[src/rtl/clock_field_editor.sv]
// Push-button editor for an N-field time/date register set: loads one field, steps it
// within that field's own range (binary or packed BCD) and writes changed values back.
module clock_field_editor #(
   parameter int                            NUM_FIELDS    = 4,
   parameter int                            FIELD_W       = 8,
   parameter int                            SEL_W         = 2,
   parameter logic [NUM_FIELDS*FIELD_W-1:0] FIELD_MIN     = {8'd0, 8'd0, 8'd0, 8'd0},
   parameter logic [NUM_FIELDS*FIELD_W-1:0] FIELD_MAX     = {8'h01, 8'h12, 8'h59, 8'h59},
   parameter int                            BCD           = 1,
   parameter int                            TIMEOUT_TICKS = 30
) (
   input  logic                          i_clk,
   input  logic                          i_reset_n,
   input  logic                          i_ena,
   input  logic                          i_sec_tick,
   input  logic                          i_edit_pulse,
   input  logic                          i_abort_pulse,
   input  logic                          i_val_inc_pulse,
   input  logic                          i_val_dec_pulse,
   input  logic                          i_sel_inc_pulse,
   input  logic                          i_sel_dec_pulse,
   input  logic [NUM_FIELDS*FIELD_W-1:0] i_fields,
   output logic                          o_editing,
   output logic [SEL_W-1:0]              o_sel,
   output logic [FIELD_W-1:0]            o_val,
   output logic                          o_blink,
   output logic                          o_wr_pulse,
   output logic [SEL_W-1:0]              o_wr_sel,
   output logic [FIELD_W-1:0]            o_wr_val
);

   localparam logic [1:0] S_IDLE   = 2'd0;
   localparam logic [1:0] S_LOAD   = 2'd1;
   localparam logic [1:0] S_EDIT   = 2'd2;
   localparam logic [1:0] S_COMMIT = 2'd3;

   localparam int NUM_SLOTS = 2 ** SEL_W;
   localparam int NIBBLES   = FIELD_W / 4;
   localparam int TMO_W     = (TIMEOUT_TICKS > 1) ? $clog2(TIMEOUT_TICKS) : 1;

   localparam logic [TMO_W-1:0]   TMO_LAST  = TMO_W'((TIMEOUT_TICKS > 0) ? TIMEOUT_TICKS - 1 : 0);
   localparam logic [TMO_W-1:0]   TMO_ONE   = TMO_W'(1);
   localparam logic [SEL_W-1:0]   SEL_LAST  = SEL_W'(NUM_FIELDS - 1);
   localparam logic [SEL_W-1:0]   SEL_ONE   = SEL_W'(1);
   localparam logic [FIELD_W-1:0] FIELD_ONE = FIELD_W'(1);

   function automatic logic is_bcd(input logic [FIELD_W-1:0] v);
      logic ok;
      ok = 1'b1;
      for (int n = 0; n < NIBBLES; n++)
         if (v[n*4 +: 4] > 4'd9) ok = 1'b0;
      return ok;
   endfunction

   // Digit-serial +/-1: a digit wrapping 9->0 (or 0->9) ripples into the next one.
   function automatic logic [FIELD_W-1:0] bcd_step(input logic [FIELD_W-1:0] v, input logic up);
      logic [FIELD_W-1:0] r;
      logic               carry;
      r     = v;
      carry = 1'b1;
      for (int n = 0; n < NIBBLES; n++) begin
         if (carry) begin
            if (up) begin
               if (r[n*4 +: 4] == 4'd9) r[n*4 +: 4] = 4'd0;
               else begin r[n*4 +: 4] = r[n*4 +: 4] + 4'd1; carry = 1'b0; end
            end else begin
               if (r[n*4 +: 4] == 4'd0) r[n*4 +: 4] = 4'd9;
               else begin r[n*4 +: 4] = r[n*4 +: 4] - 4'd1; carry = 1'b0; end
            end
         end
      end
      return r;
   endfunction

   logic [1:0]         r_state;
   logic [SEL_W-1:0]   r_sel;
   logic [FIELD_W-1:0] r_val;
   logic               r_dirty;
   logic [TMO_W-1:0]   r_tmo;
   logic               r_blink;
   logic               r_editing;
   logic               r_wr_pulse;
   logic [SEL_W-1:0]   r_wr_sel;
   logic [FIELD_W-1:0] r_wr_val;

   logic [FIELD_W-1:0] w_live [NUM_SLOTS];
   logic [FIELD_W-1:0] w_min  [NUM_SLOTS];
   logic [FIELD_W-1:0] w_max  [NUM_SLOTS];

   always_comb begin
      for (int k = 0; k < NUM_SLOTS; k++) begin
         w_live[k] = '0;
         w_min[k]  = '0;
         w_max[k]  = '0;
      end
      for (int k = 0; k < NUM_FIELDS; k++) begin
         w_live[k] = i_fields[k*FIELD_W +: FIELD_W];
         w_min[k]  = FIELD_MIN[k*FIELD_W +: FIELD_W];
         w_max[k]  = FIELD_MAX[k*FIELD_W +: FIELD_W];
      end
   end

   logic w_edit, w_abort, w_val_inc, w_val_dec, w_sel_inc, w_sel_dec;
   logic w_sel_step, w_val_step, w_tmo_hit, w_in_range, w_write;
   logic [FIELD_W-1:0] w_live_cur, w_min_cur, w_max_cur, w_load_val, w_val_next;
   logic [SEL_W-1:0]   w_sel_next;
   logic [1:0]         w_state_nxt;

   assign w_edit     = i_edit_pulse    & i_ena;
   assign w_abort    = i_abort_pulse   & i_ena;
   assign w_val_inc  = i_val_inc_pulse & i_ena;
   assign w_val_dec  = i_val_dec_pulse & i_ena;
   assign w_sel_inc  = i_sel_inc_pulse & i_ena;
   assign w_sel_dec  = i_sel_dec_pulse & i_ena;
   assign w_sel_step = w_sel_inc ^ w_sel_dec;
   assign w_val_step = w_val_inc ^ w_val_dec;

   assign w_live_cur = w_live[r_sel];
   assign w_min_cur  = w_min[r_sel];
   assign w_max_cur  = w_max[r_sel];
   assign w_in_range = (w_live_cur >= w_min_cur) && (w_live_cur <= w_max_cur) &&
                       ((BCD == 0) || is_bcd(w_live_cur));
   assign w_load_val = w_in_range ? w_live_cur : w_min_cur;
   assign w_tmo_hit  = (TIMEOUT_TICKS != 0) && i_sec_tick && (r_tmo == TMO_LAST);

   always_comb begin
      if (w_sel_inc) w_sel_next = (r_sel == SEL_LAST) ? '0 : r_sel + SEL_ONE;
      else           w_sel_next = (r_sel == '0) ? SEL_LAST : r_sel - SEL_ONE;
   end

   always_comb begin
      if (w_val_inc)
         w_val_next = (r_val == w_max_cur) ? w_min_cur :
                      (BCD != 0) ? bcd_step(r_val, 1'b1) : r_val + FIELD_ONE;
      else
         w_val_next = (r_val == w_min_cur) ? w_max_cur :
                      (BCD != 0) ? bcd_step(r_val, 1'b0) : r_val - FIELD_ONE;
   end

   // NOTE: every combinational output gets a default first so no path leaves it unassigned (no latch).
   always_comb begin
      w_state_nxt = r_state;
      case (r_state)
         S_IDLE:   if (w_edit) w_state_nxt = S_LOAD;
         S_LOAD:   w_state_nxt = S_EDIT;
         S_EDIT: begin
            if (w_abort)                      w_state_nxt = S_IDLE;
            else if (w_edit)                  w_state_nxt = S_COMMIT;
            else if (w_sel_step)              w_state_nxt = S_LOAD;
            else if (!w_val_step && w_tmo_hit) w_state_nxt = S_IDLE;
         end
         default:  w_state_nxt = S_IDLE;
      endcase
   end

   // A field is written back on commit, or when the operator moves off a changed field.
   assign w_write = r_dirty && ((r_state == S_COMMIT) ||
                    ((r_state == S_EDIT) && !w_abort && !w_edit && w_sel_step));

   always_ff @(posedge i_clk) begin
      if (!i_reset_n) begin
         r_state    <= S_IDLE;
         r_sel      <= '0;
         r_val      <= '0;
         r_dirty    <= 1'b0;
         r_tmo      <= '0;
         r_blink    <= 1'b0;
         r_editing  <= 1'b0;
         r_wr_pulse <= 1'b0;
         r_wr_sel   <= '0;
         r_wr_val   <= '0;
      end else begin
         r_state    <= w_state_nxt;
         r_editing  <= (w_state_nxt == S_LOAD) || (w_state_nxt == S_EDIT);
         r_blink    <= (r_state == S_EDIT) && (w_state_nxt == S_EDIT) && (r_blink ^ i_sec_tick);
         r_wr_pulse <= w_write;
         if (w_write) begin
            r_wr_sel <= r_sel;
            r_wr_val <= r_val;
         end
         case (r_state)
            S_IDLE: begin
               r_val <= w_live_cur;
               if (!w_edit && w_sel_step) r_sel <= w_sel_next;
            end
            S_LOAD: begin
               r_val   <= w_load_val;
               r_dirty <= 1'b0;
               r_tmo   <= '0;
            end
            S_EDIT: begin
               if (!w_abort && !w_edit) begin
                  if (w_sel_step) begin
                     r_sel <= w_sel_next;
                  end else if (w_val_step) begin
                     r_val   <= w_val_next;
                     r_dirty <= 1'b1;
                     r_tmo   <= '0;
                  end else if (i_sec_tick && (TIMEOUT_TICKS != 0)) begin
                     r_tmo <= r_tmo + TMO_ONE;
                  end
               end
            end
            default: ;
         endcase
      end
   end

   assign o_editing  = r_editing;
   assign o_sel      = r_sel;
   assign o_val      = r_val;
   assign o_blink    = r_blink;
   assign o_wr_pulse = r_wr_pulse;
   assign o_wr_sel   = r_wr_sel;
   assign o_wr_val   = r_wr_val;

endmodule

[config.mk]
export PLATFORM = sky130hd
export DESIGN_NAME = clock_field_editor
export DESIGN_NICKNAME = d
export VERILOG_FILES = /design/src/rtl/clock_field_editor.sv
export SDC_FILE = /design/constraint.sdc
export NUM_CORES = 1
export LEC_CHECK = 0
export CAP_MARGIN = 20
export CORE_ASPECT_RATIO = 1.5
export CORE_MARGIN = 1
export CORE_UTILIZATION = 39
export CTS_BUF_LIST = sky130_fd_sc_hd__clkbuf_4 sky130_fd_sc_hd__clkbuf_8 sky130_fd_sc_hd__clkbuf_16
export DETAILED_ROUTE_END_ITERATION = 8
export PLACE_DENSITY = 0.66
export RECOVER_POWER = 25
export SETUP_SLACK_MARGIN = 0.15
export SYNTH_ARGS = -nofsm -noshare
export SYNTH_HDL_FRONTEND = slang
export SYNTH_SLANG_ARGS = --single-unit
[constraint.sdc]
create_clock -name i_clk -period 4.8 [get_ports i_clk]
set_input_delay 0.96 -clock i_clk [delete_from_list [all_inputs] [get_ports i_clk]]
set_output_delay 0.96 -clock i_clk [all_outputs]
set_load 0.02 [all_outputs]
==> results.cfg <==
[clock_network]
clock_tree.buffer_depth = 2
holdBufCountCts = 0
post_cts.resized_instances = 0
cts.sinks = 31
cts_tree = done
cts_post_setup_buffers_inserted = 0
cts_made_buffers = 5
cts.root.buffer_cell = sky130_fd_sc_hd__clkbuf_8
clk_latency_ns = 0.29
path_clk_slew_ns = 0.07
htree_levels = 2

[setup_path]
crit_path_cell_trace = clkdlybuf4s50_1 > mux4_2 > ha_1 > a21o_1 > a211o_1 > a211o_1 > a21oi_2 > and3_1 > o31a_1
worst-setup-path-type = in2reg
reg2reg_from = o_sel[0]
worst_ep_required_time_ns = 5.04
crit_path_end_kind = flip-flop
cp.arrival_ns = 3.52
worst_setup_path_startpoint = i_fields[30]
reg2reg_slack_ns = 1.60
worst_path_max_fanout = 7
setup.worst_path.end = o_val[3]
critical_path.most_common_cell = sky130_fd_sc_hd__a211o_1
critPathSlowestCell = sky130_fd_sc_hd__mux4_2
delay_contributed_by_the_slowest_stage_of_the_critical_path_ns = 0.52
worst_setup_path_start_kind = primary input
reg2reg_depth = 8
rr_endpoint = o_val[3]

[logic_synthesis]
synth_compound_area_share_pct = 23.0
number_of_enable_type_register_cells_in_the_synthesized_netlist = 0
yosysWarnings = 0
synthesis.instances = 287
synth_top_family_by_area = compound AO/OA/AOI/OAI gates
synth_area_per_cell_um2 = 8.63
synth_ff_type = sky130_fd_sc_hd__dfxtp_1
yosysSeqAreaShare_pct = 25.1
yosys.area_share.xor_xnor_pct = 4.24
syn_area_um2 = 2480
synth_adder_area_share_pct = 11.6
postSynth.asyncResetShare_pct = 0
synth_simple_gate_area_share_pct = 18.0
net_count_after_synthesis = 352
post_synth_mux_area_share_pct = 13.0
yosys_register_bits = 31
synthDistinctLibCells = 58

[global_route]
number_of_global_route_vias_before_repair = 2397
grt_first_pass_wirelength_um = 11000
grt.busiest_layer = met2
global_route_usage_over_all_layers_pct = 21.2
antenna_found_initial = 0
pin_count_of_the_biggest_net_entering_global_routing = 17
globalRouteOverflowTotal = 0
grt_use_met1_pct = 23.4
groute.layer.met2.usage_pct = 37.8
grt.met3_usage_pct = 3.44

[flow_run]
max-cap-violations = 0

[route]
detailroute.via_count = 2382
drt_first_pass_iters = 4
post_drt_wl_per_cell_um = 15.0
ant_nets = 0
routed_wl_um = 6330
routed_via_density = 5.63
drc = 0
initialDrtViolationCount = 140

[timing]
fmax_mhz = 305
final_period_minus_worst_setup_slack_ns = 3.28
timing.final.hold_violations = 0
fin_setup_tns_ns = 0
rsz_0062_raised_after_global_routing = false
final_max_slew_viol_count = 0
final.hold.worst_slack_ns = 0.487
timing.final.setup_violations = 0
clock_skew_ns = 0.00702
period_share_pct = 68.3
tightestPinTransition_ns = 0.803
slew_headroom_pct = 46.3

[place]
dpl_wire_length_um = 4980
buffer_ports.inserted = 64
finalWeightedCongestion = 0.873
place_inst = 415

[power]
power.total_mw = 1.08
leakagePower_nw = 1.30
vdd_ir_drop_max_uv = 116
cellPowerDensity_nw_per_um2 = 330

[finish]
finished_layout_cells = 423
finish.net_count = 413
final_layout_size_suffix_gt1_share_pct = 8.31
antennaDiodeCount = 0
final_core_util_pct = 53.6
area_growth_pct = 32.7

[die]
floorplan.initialDensity_pct = 40.4
dieHeight_um = 99.6
die-area_um2 = 6680
std_cell_rows = 35
floorplan.die.width_um = 67.1
core_area_um2 = 6130
io-pin-count = 65

[min_path]
min-delay-path-class = reg2reg

[status]
run_status = finished clean
final cells by class:
class / instances / area, µm²
fill: 592 / 2840
multi-input combinational: 225 / 1730
timing repair buffer: 66 / 656
sequential: 31 / 621
tap: 74 / 92.6
clock buffer: 6 / 82.6
inverter: 19 / 71.3
clock inverter: 2 / 35.0
flip-flops by register name, indices dropped and copies added (netlist names):
name,count
r_state,2
r_dirty,1
o_wr_val,8
o_editing,1
o_sel,2
o_blink,1
o_wr_sel,2
o_val,8
o_wr_pulse,1
r_tmo,5
placed cells by master (no fill, tap or decap), types with 8 or more instances in the layout:
cell                              instances
sky130_fd_sc_hd__mux2i_1                 13
sky130_fd_sc_hd__o21ai_0                 12
sky130_fd_sc_hd__ha_1                    23
sky130_fd_sc_hd__clkdlybuf4s50_1         51
sky130_fd_sc_hd__inv_1                   19
sky130_fd_sc_hd__dlygate4sd3_1           13
sky130_fd_sc_hd__mux4_2                   8
sky130_fd_sc_hd__a21oi_1                 16
sky130_fd_sc_hd__dfxtp_1                 31
sky130_fd_sc_hd__nand2_1                 24
sky130_fd_sc_hd__nor2_1                  33
report_power, final:
group	switching, mW	internal (mW)
Sequential	0.0714	0.285
Combinational	0.237	0.215
Clock	0.107	0.168
critical path: cells and delay by family:
| kind | cells | cell delay (ns) |
|---|---|---|
| AOI/OAI and AO/OA | 5 | 1.11 |
| adders and majority gates | 1 | 0.33 |
| buffers and inverters | 1 | 0.39 |
| muxes | 1 | 0.52 |
| and+or+nand+nor | 1 | 0.21 |
metrics by stage:
step	cell area (µm²)	worst slack, ns
finish	3290	1.52
global route	3290	1.31
CTS	3290	1.52
detailed placement	3170	1.22
global placement	3170	1.26
floorplan	2480	1.82
metal layers:
metal,vias up,routed length (µm)
met3,15,261
met5,-,0
li1,1166,-
met4,0,201
met2,68,3330
met1,1133,2540
worst min-delay path by stage:
stage	from	to	slack (ns)	depth (start not counted)
finish	o_wr_val[1]	o_wr_val[1]	0.49	2
global route	o_wr_val[1]	o_wr_val[1]	0.51	2
CTS	o_wr_val[1]	o_wr_val[1]	0.50	2
detailed placement	o_wr_val[1]	o_wr_val[1]	0.48	2
global placement	o_wr_val[1]	o_wr_val[1]	0.47	2
floorplan	r_tmo[4]	r_tmo[4]	0.47	2
synthesized netlist by cell type (3+ instances only):
master                      n  share of area, %
sky130_fd_sc_hd__nor2_1    33               5.0
sky130_fd_sc_hd__dfxtp_1   31                25
sky130_fd_sc_hd__nand2_1   24               3.6
sky130_fd_sc_hd__ha_1      23                12
sky130_fd_sc_hd__inv_1     19               2.9
sky130_fd_sc_hd__a21oi_1   16               3.2
sky130_fd_sc_hd__mux2i_1   13               5.3
sky130_fd_sc_hd__o21ai_0   12               2.4
sky130_fd_sc_hd__clkbuf_1   9               1.4
sky130_fd_sc_hd__mux4_2     8               7.3
sky130_fd_sc_hd__nor3_1     6               1.2
sky130_fd_sc_hd__xnor2_1    6               2.1
sky130_fd_sc_hd__xor2_1     6               2.1
sky130_fd_sc_hd__a31oi_1    5               1.3
sky130_fd_sc_hd__nand3_1    5               1.0
sky130_fd_sc_hd__a211o_1    4               1.4
sky130_fd_sc_hd__a21o_1     3              0.91
sky130_fd_sc_hd__a221oi_1   3               1.1
sky130_fd_sc_hd__and2_1     3              0.76
sky130_fd_sc_hd__nand4_1    3              0.76
sky130_fd_sc_hd__nor2b_1    3              0.76
sky130_fd_sc_hd__nor3b_1    3              0.91
sky130_fd_sc_hd__o211ai_1   3              0.91
sky130_fd_sc_hd__o21bai_1   3              0.91
cell families (layout without fill, tap and decap cells):
group / after synthesis / after routing
compound gates: 76 / 76
fa+ha+maj: 23 / 23
mux: 22 / 22
xor+xnor: 12 / 12
flops: 31 / 31
buf+inv: 31 / 93
simple gates: 92 / 92
No activity file was read; power rests on OpenSTA's default activity.
